$ cat config.mk
export PLATFORM = sky130hd
export DESIGN_NAME = leaf_stream_bridge_flat
export DESIGN_NICKNAME = d
export VERILOG_FILES = /design/src/rtl/leaf_stream_bridge_if.sv /design/src/rtl/leaf_stream_bridge.sv /design/src/flat_wrapper.sv
export SDC_FILE = /design/constraint.sdc
export NUM_CORES = 1
export LEC_CHECK = 0
export CAP_MARGIN = 20
export CORE_MARGIN = 2
export CORE_UTILIZATION = 60
export DETAILED_ROUTE_END_ITERATION = 7
export GPL_TIMING_DRIVEN = 0
export PLACE_DENSITY_LB_ADDON = 0.12
export SYNTH_ARGS = -nofsm -noshare
export SYNTH_HDL_FRONTEND = slang
export SYNTH_SLANG_ARGS = --single-unit
$ cat constraint.sdc
create_clock -name clk_user -period 11.27 [get_ports clk_user]
set_input_delay 1.6905 -clock clk_user [delete_from_list [all_inputs] [get_ports clk_user]]
set_output_delay 1.6905 -clock clk_user [all_outputs]
set_load 0.01 [all_outputs]
$ cat src/rtl/leaf_stream_bridge_if.sv
// Bundle of all leaf-side and user-side stream lanes plus status for the bridge.
// The bridge takes the slave view; the environment driving it takes the master view.
interface leaf_stream_bridge_if #(
  parameter int PAYLOAD_BITS  = 32,
  parameter int NUM_IN_PORTS  = 2,
  parameter int NUM_OUT_PORTS = 2,
  parameter int CNT_BITS      = 16
);
  logic                                          flush;
  // inbound: leaf interface -> bridge -> user operator
  logic [NUM_IN_PORTS*PAYLOAD_BITS-1:0]          din_interface2bridge;
  logic [NUM_IN_PORTS-1:0]                       vld_interface2bridge;
  logic [NUM_IN_PORTS-1:0]                       ack_bridge2interface;
  logic [NUM_IN_PORTS*PAYLOAD_BITS-1:0]          dout_bridge2user;
  logic [NUM_IN_PORTS-1:0]                       vld_bridge2user;
  logic [NUM_IN_PORTS-1:0]                       ack_user2bridge;
  // outbound: user operator -> bridge -> leaf interface
  logic [NUM_OUT_PORTS*PAYLOAD_BITS-1:0]         din_user2bridge;
  logic [NUM_OUT_PORTS-1:0]                      vld_user2bridge;
  logic [NUM_OUT_PORTS-1:0]                      ack_bridge2user;
  logic [NUM_OUT_PORTS*PAYLOAD_BITS-1:0]         dout_bridge2interface;
  logic [NUM_OUT_PORTS-1:0]                      vld_bridge2interface;
  logic [NUM_OUT_PORTS-1:0]                      ack_interface2bridge;
  // status, inbound lanes in the low positions
  logic [NUM_IN_PORTS+NUM_OUT_PORTS-1:0]         full_status;
  logic [(NUM_IN_PORTS+NUM_OUT_PORTS)*CNT_BITS-1:0] xfer_cnt;

  modport slave (
    input  flush,
    input  din_interface2bridge, vld_interface2bridge, ack_user2bridge,
    input  din_user2bridge, vld_user2bridge, ack_interface2bridge,
    output ack_bridge2interface, dout_bridge2user, vld_bridge2user,
    output ack_bridge2user, dout_bridge2interface, vld_bridge2interface,
    output full_status, xfer_cnt
  );

  modport master (
    output flush,
    output din_interface2bridge, vld_interface2bridge, ack_user2bridge,
    output din_user2bridge, vld_user2bridge, ack_interface2bridge,
    input  ack_bridge2interface, dout_bridge2user, vld_bridge2user,
    input  ack_bridge2user, dout_bridge2interface, vld_bridge2interface,
    input  full_status, xfer_cnt
  );
endinterface

$ cat src/rtl/leaf_stream_bridge.sv
// Leaf stream bridge: one independent first-word-fall-through FIFO per lane,
// inbound lanes (leaf -> user) first, outbound lanes (user -> leaf) after them.
// Each lane keeps a saturating count of words popped towards its consumer.
module leaf_stream_bridge #(
  parameter int PAYLOAD_BITS  = 32,
  parameter int NUM_IN_PORTS  = 2,
  parameter int NUM_OUT_PORTS = 2,
  parameter int DEPTH_BITS    = 3,
  parameter int CNT_BITS      = 16
) (
  input  logic                 clk_user,
  input  logic                 reset,
  leaf_stream_bridge_if.slave  bus
);

  localparam int NUM_LANES = NUM_IN_PORTS + NUM_OUT_PORTS;
  localparam int DEPTH     = 1 << DEPTH_BITS;

  localparam logic [DEPTH_BITS:0]     FULL_COUNT = (DEPTH_BITS+1)'(DEPTH);
  localparam logic [DEPTH_BITS:0]     ZERO_COUNT = (DEPTH_BITS+1)'(0);
  localparam logic [DEPTH_BITS:0]     ONE_COUNT  = (DEPTH_BITS+1)'(1);
  localparam logic [DEPTH_BITS-1:0]   ZERO_PTR   = DEPTH_BITS'(0);
  localparam logic [DEPTH_BITS-1:0]   ONE_PTR    = DEPTH_BITS'(1);
  localparam logic [CNT_BITS-1:0]     ZERO_XFER  = CNT_BITS'(0);
  localparam logic [CNT_BITS-1:0]     ONE_XFER   = CNT_BITS'(1);
  localparam logic [CNT_BITS-1:0]     MAX_XFER   = {CNT_BITS{1'b1}};
  localparam logic [PAYLOAD_BITS-1:0] ZERO_WORD  = {PAYLOAD_BITS{1'b0}};

  for (genvar l = 0; l < NUM_LANES; l++) begin : g_lane
    logic [PAYLOAD_BITS-1:0] mem_r [DEPTH];
    logic [DEPTH_BITS-1:0]   wr_ptr_r;
    logic [DEPTH_BITS-1:0]   rd_ptr_r;
    logic [DEPTH_BITS-1:0]   rd_ptr_nxt_s;
    logic [DEPTH_BITS:0]     count_r;
    logic [DEPTH_BITS:0]     count_nxt_s;
    logic [PAYLOAD_BITS-1:0] dout_r;
    logic [PAYLOAD_BITS-1:0] head_nxt_s;
    logic [PAYLOAD_BITS-1:0] push_data_s;
    logic [CNT_BITS-1:0]     xfer_r;
    logic                    push_vld_s;
    logic                    pop_ack_s;
    logic                    push_ack_s;
    logic                    pop_vld_s;
    logic                    push_s;
    logic                    pop_s;

    // Handshake flags come from the registered count only, so no vld->ack path exists.
    assign push_ack_s = (count_r != FULL_COUNT) && !bus.flush && !reset;
    assign pop_vld_s  = (count_r != ZERO_COUNT) && !reset;

    // Route this lane onto the inbound or outbound side of the bundle.
    if (l < NUM_IN_PORTS) begin : g_in
      assign push_data_s = bus.din_interface2bridge[l*PAYLOAD_BITS +: PAYLOAD_BITS];
      assign push_vld_s  = bus.vld_interface2bridge[l];
      assign pop_ack_s   = bus.ack_user2bridge[l];
      assign bus.ack_bridge2interface[l]                          = push_ack_s;
      assign bus.vld_bridge2user[l]                               = pop_vld_s;
      assign bus.dout_bridge2user[l*PAYLOAD_BITS +: PAYLOAD_BITS] = dout_r;
    end else begin : g_out
      localparam int J = l - NUM_IN_PORTS;
      assign push_data_s = bus.din_user2bridge[J*PAYLOAD_BITS +: PAYLOAD_BITS];
      assign push_vld_s  = bus.vld_user2bridge[J];
      assign pop_ack_s   = bus.ack_interface2bridge[J];
      assign bus.ack_bridge2user[J]                                    = push_ack_s;
      assign bus.vld_bridge2interface[J]                               = pop_vld_s;
      assign bus.dout_bridge2interface[J*PAYLOAD_BITS +: PAYLOAD_BITS] = dout_r;
    end

    assign bus.full_status[l]                    = (count_r == FULL_COUNT) && !reset;
    assign bus.xfer_cnt[l*CNT_BITS +: CNT_BITS]  = xfer_r;

    // Transfer decode, next occupancy and the word that will sit at the head after this edge.
    always_comb begin
      push_s       = push_vld_s && push_ack_s;
      pop_s        = pop_vld_s && pop_ack_s && !bus.flush;
      rd_ptr_nxt_s = pop_s ? (rd_ptr_r + ONE_PTR) : rd_ptr_r;
      case ({push_s, pop_s})
        2'b10:   count_nxt_s = count_r + ONE_COUNT;
        2'b01:   count_nxt_s = count_r - ONE_COUNT;
        default: count_nxt_s = count_r;
      endcase
      // The slot being written this edge is the new head when the FIFO was empty
      // (or drains to the incoming word), so take the incoming word directly.
      head_nxt_s = (push_s && (wr_ptr_r == rd_ptr_nxt_s)) ? push_data_s
                                                           : mem_r[rd_ptr_nxt_s];
    end

    // Lane state: reset clears everything, flush clears occupancy but keeps counters and dout.
    always_ff @(posedge clk_user) begin
      if (reset) begin
        wr_ptr_r <= ZERO_PTR;
        rd_ptr_r <= ZERO_PTR;
        count_r  <= ZERO_COUNT;
        dout_r   <= ZERO_WORD;
        xfer_r   <= ZERO_XFER;
      end else if (bus.flush) begin
        wr_ptr_r <= ZERO_PTR;
        rd_ptr_r <= ZERO_PTR;
        count_r  <= ZERO_COUNT;
      end else begin
        if (push_s) begin
          mem_r[wr_ptr_r] <= push_data_s;
          wr_ptr_r        <= wr_ptr_r + ONE_PTR;
        end
        rd_ptr_r <= rd_ptr_nxt_s;
        count_r  <= count_nxt_s;
        // Registered head word; holds the last value once the lane runs empty.
        if (count_nxt_s != ZERO_COUNT) begin
          dout_r <= head_nxt_s;
        end
        if (pop_s && (xfer_r != MAX_XFER)) begin
          xfer_r <= xfer_r + ONE_XFER;
        end
      end
    end
  end

endmodule
$ cat src/flat_wrapper.sv
// flat-port wrapper written by rule: the top's interface ports become plain ports
module leaf_stream_bridge_flat 
#(
  parameter int PAYLOAD_BITS  = 32,
  parameter int NUM_IN_PORTS  = 2,
  parameter int NUM_OUT_PORTS = 2,
  parameter int DEPTH_BITS    = 3,
  parameter int CNT_BITS      = 16
)
  (clk_user, reset, bus_flush, bus_din_interface2bridge, bus_vld_interface2bridge, bus_ack_user2bridge, bus_din_user2bridge, bus_vld_user2bridge, bus_ack_interface2bridge, bus_ack_bridge2interface, bus_dout_bridge2user, bus_vld_bridge2user, bus_ack_bridge2user, bus_dout_bridge2interface, bus_vld_bridge2interface, bus_full_status, bus_xfer_cnt);
  leaf_stream_bridge_if #(.PAYLOAD_BITS(PAYLOAD_BITS), .NUM_IN_PORTS(NUM_IN_PORTS), .NUM_OUT_PORTS(NUM_OUT_PORTS), .CNT_BITS(CNT_BITS)) bus_i ();
  input  logic clk_user;
  input  logic reset;
  input wire logic [$bits(bus_i.flush)-1:0] bus_flush;
  input wire logic [$bits(bus_i.din_interface2bridge)-1:0] bus_din_interface2bridge;
  input wire logic [$bits(bus_i.vld_interface2bridge)-1:0] bus_vld_interface2bridge;
  input wire logic [$bits(bus_i.ack_user2bridge)-1:0] bus_ack_user2bridge;
  input wire logic [$bits(bus_i.din_user2bridge)-1:0] bus_din_user2bridge;
  input wire logic [$bits(bus_i.vld_user2bridge)-1:0] bus_vld_user2bridge;
  input wire logic [$bits(bus_i.ack_interface2bridge)-1:0] bus_ack_interface2bridge;
  output wire logic [$bits(bus_i.ack_bridge2interface)-1:0] bus_ack_bridge2interface;
  output wire logic [$bits(bus_i.dout_bridge2user)-1:0] bus_dout_bridge2user;
  output wire logic [$bits(bus_i.vld_bridge2user)-1:0] bus_vld_bridge2user;
  output wire logic [$bits(bus_i.ack_bridge2user)-1:0] bus_ack_bridge2user;
  output wire logic [$bits(bus_i.dout_bridge2interface)-1:0] bus_dout_bridge2interface;
  output wire logic [$bits(bus_i.vld_bridge2interface)-1:0] bus_vld_bridge2interface;
  output wire logic [$bits(bus_i.full_status)-1:0] bus_full_status;
  output wire logic [$bits(bus_i.xfer_cnt)-1:0] bus_xfer_cnt;
  assign bus_i.flush = bus_flush;
  assign bus_i.din_interface2bridge = bus_din_interface2bridge;
  assign bus_i.vld_interface2bridge = bus_vld_interface2bridge;
  assign bus_i.ack_user2bridge = bus_ack_user2bridge;
  assign bus_i.din_user2bridge = bus_din_user2bridge;
  assign bus_i.vld_user2bridge = bus_vld_user2bridge;
  assign bus_i.ack_interface2bridge = bus_ack_interface2bridge;
  assign bus_ack_bridge2interface = bus_i.ack_bridge2interface;
  assign bus_dout_bridge2user = bus_i.dout_bridge2user;
  assign bus_vld_bridge2user = bus_i.vld_bridge2user;
  assign bus_ack_bridge2user = bus_i.ack_bridge2user;
  assign bus_dout_bridge2interface = bus_i.dout_bridge2interface;
  assign bus_vld_bridge2interface = bus_i.vld_bridge2interface;
  assign bus_full_status = bus_i.full_status;
  assign bus_xfer_cnt = bus_i.xfer_cnt;
  leaf_stream_bridge #(.PAYLOAD_BITS(PAYLOAD_BITS), .NUM_IN_PORTS(NUM_IN_PORTS), .NUM_OUT_PORTS(NUM_OUT_PORTS), .DEPTH_BITS(DEPTH_BITS), .CNT_BITS(CNT_BITS)) u_core (.clk_user(clk_user), .reset(reset), .bus(bus_i));
endmodule
==> impl_metrics.py <==
metrics = {
    "outcome": {
        "status": "complete, but fails checks",
        "failed_checks": "antenna rules, DRC",
    },
    "cts": {
        "clockBufferDepth": 3,
        "clock_latency_ns": 0.74,
        "path_clk_slew_ns": 0.06,
        "cts_setup_buffers": 0,
        "numCtsBuffers": 134,
        "ctsResizeCount": 0,
        "root_buffer": "clkbuf_16",
        "clock-sinks": 1256,
        "htree_levels": 4,
        "postCtsHoldBufs": 0,
        "cts_tree": "yes",
    },
    "synth": {
        "ys.warnings.count": 0,
        "synth_edf_count": 1024,
        "synthArstFlopShare_pct": 0,
        "avgSynthCellArea_um2": 15.38,
        "synth_fp_nets": 3949,
        "synth.distinct_cells": 71,
        "ys_seq_area_share_pct": 60.85,
        "synth_area_mm2": 0.05816,
        "synthCells": 3782,
        "synth_ff_type": "edfxtp_1",
        "synth-seq-cells": 1256,
    },
    "sta": {
        "hold_viol": 0,
        "skew_ns": 0.01913,
        "final_max_slew_viol_count": 0,
        "slew_headroom_pct": 22.56,
        "fmax_ghz": 0.1289,
        "rsz0062_at_grt": "false",
        "fin_crit_ns": 7.755,
        "fin_crit_sh_pct": 68.82,
        "worst_pin_slew_ns": 1.162,
        "finalSetupTns_ns": 0,
        "setup_viol": 0,
    },
    "final_layout": {
        "layout.nets": 4545,
        "area_growth_pct": 18.75,
        "final_cell_mix": "1024 x edfxtp_1, 377 x mux2i_1, 341 x clkdlybuf4s50_1",
        "layout-drive-gt1-share_pct": 20.22,
        "final_common_cell": "edfxtp_1",
    },
    "setup_path": {
        "crit_required_ns": 11.93,
        "arrival_ns": 8.42,
        "r2r_slack_ns": 5.09,
        "reg2regPathDepth": 14,
        "critPathKind": "in -> reg",
        "r2r_end": "u_core.g_lane[2].dout_r[30]",
        "start_kind": "primary input",
        "r2r_start": "u_core.g_lane[2].count_r[0]",
        "cp_max_fo": 10,
        "worstSetupEndpointType": "flop",
    },
    "die": {
        "die_height_um": 315.4,
        "boundaryPins": 343,
        "start_util_pct": 60.32,
        "fp.dieW_um": 315.4,
        "die_area_mm2": 0.09945,
        "rows": 114,
        "core-area_mm2": 0.09642,
    },
    "power_and_ir_drop": {
        "p_seq_share_pct": 52.1,
        "ir_drop_uv": 150.1,
        "power_frac_comb_pct": 3.8,
        "finalPower_w": 0.009728,
        "power_density_mw_per_mm2": 140.9,
        "p_switching_w": 0.002003,
        "clkPwrFrac_pct": 44.1,
        "leakagePower_nw": 22.27,
        "swShare_pct": 20.59,
        "intPower_w": 0.007725,
    },
    "routing": {
        "viasPerCell": 6.630,
        "dr.pass1.iters": 8,
        "antenna_left": 1,
        "num_vias": 38240,
        "drc": 5,
        "drt_iter0_drc": 4683,
        "drt_wl_total_mm": 157.1,
        "wl_per_cell_um": 27.24,
    },
    "worst_hold_path": {
        "hold-path-endpoint": "u_core.g_lane[2].dout_r[21]",
        "hold_path.class": "reg -> reg",
        "worstHoldStart": "u_core.g_lane[2].dout_r[21]",
        "holdPathStages": 1,
    },
    "place": {
        "post-dp-hpwl_mm": 105.8,
        "gp_congestion": 0.8535,
        "io_buffers": 341,
    },
    "global_route": {
        "grt_max_degree": 25,
        "grt.overflow.total": 0,
        "grt.total_usage_pct": 31.36,
        "grt_pass1_wl_mm": 231.6,
        "antenna_found_initial": 5,
        "first_global_vias": 37530,
    },
    "flow_run": {
        "cap_violations": 0,
    },
}
==> synthesized netlist by cell type, drive strengths merged, types with 63 or more instances <==
cell	n	area, um^2
edfxtp	1024	30750
mux2i	377	3774
mux4	326	7342
dfxtp	232	4644
a21oi	214	1071
clkbuf	192	723.2
nor2	159	596.8
mux2	154	1734
buf	105	515.5
inv	95	356.6
nand3	94	470.5
nand2	74	280.3
a22oi	68	510.5
nor3	65	325.3
a221o	63	630.6
==> worst max-delay path by stage <==
stage / start / endpoint / depth (start not counted)
final: bus_flush / u_core.g_lane[2].dout_r[30] / 16
after global routing: bus_flush / u_core.g_lane[2].dout_r[30] / 16
after CTS: bus_flush / u_core.g_lane[2].dout_r[30] / 16
after detailed placement: bus_flush / u_core.g_lane[2].dout_r[30] / 16
after global placement: bus_flush / u_core.g_lane[0].mem_r[2][10] / 8
after floorplan: reset / u_core.g_lane[2].mem_r[4][0] / 8
==> logic make-up after synthesis <==
logic type	after synthesis	share of synthesized area (%)
AO/OA/AOI/OAI	559	6.824
XOR/XNOR	93	1.448
adder cells (fa/ha/maj)	28	0.6540
buffers and inverters	393	2.749
flip-flops	1256	60.85
multiplexers	857	22.09
AND/OR/NAND/NOR	596	5.380
==> power groups by stage <==
stage / Clock (W) / Sequential, W / Combinational [W]
2_1_floorplan: 0 / 0.00517 / 0.000128
3_5_place_dp: 0 / 0.00517 / 0.000358
5_1_grt: 0.00452 / 0.00507 / 0.000386
3_3_place_gp: 0 / 0.00517 / 0.000344
6_report: 0.00429 / 0.00507 / 0.000365
4_1_cts: 0.00434 / 0.00507 / 0.000361
==> through the flow <==
| step | setup slack [ns] | area, um^2 | utilization, % | hold WS [ns] | cells |
|---|---|---|---|---|---|
| after floorplan | 4.577 | 58160 | - | 0.4747 | 3782 |
| after global placement | -0.3121 | 63170 | 65.52 | 0.4689 | 5399 |
| after detailed placement | 3.025 | 64610 | 67.01 | 0.4700 | 5508 |
| after CTS | 3.752 | 68910 | 71.46 | 0.4874 | 5751 |
| after global routing | 3.469 | 69060 | 71.62 | 0.5045 | 5763 |
| final | 3.515 | 69070 | 71.63 | 0.4825 | 5768 |
==> cell type report <==
class                           count  area, um^2
Timing Repair Buffer              460        4781
Fill cell                        6372       27360
Antenna cell                        7       17.52
Clock inverter                     52       422.9
Inverter                           96       360.3
Tap cell                         1276        1597
Multi-Input combinational cell   2133       21380
Clock buffer                      191        3875
Sequential cell                  1256       35390
Buffer                            297        1239
==> registers in the layout (all words and copies together), names as in the netlist <==
signal	cells
u_core.g_lane.mem_r	1024
u_core.g_lane.count_r	16
u_core.g_lane.wr_ptr_r	12
u_core.g_lane.xfer_r	64
u_core.g_lane.rd_ptr_r	12
u_core.g_lane.dout_r	128
==> critical path, cell delays in order <==
cell and delay, ns:
clkdlybuf4s50_1 0.53, buf_2 0.30, or3b_1 0.53, nor2_1 0.71, clkbuf_1 0.64, buf_1 0.62, ha_1 0.34, inv_1 0.10
fa_1 0.51, nand3b_1 0.11, nor3_1 0.14, or3b_2 0.50, a31oi_1 0.60, buf_4 0.29, clkbuf_1 0.51, a221o_1 0.27
==> routing by layer <==
metal / share of wire [%] / wire length (um) / up-vias / global-route usage (%)
met4: 2.8 / 4394 / 4 / 10.18
li1: - / - / 16470 / -
met2: 48 / 74650 / 2045 / 49.63
met3: 9.9 / 15600 / 279 / 7.156
met5: 0.016 / 25 / - / 0
met1: 40 / 62420 / 19440 / 43.65
(Power assumes the default switching activity.)
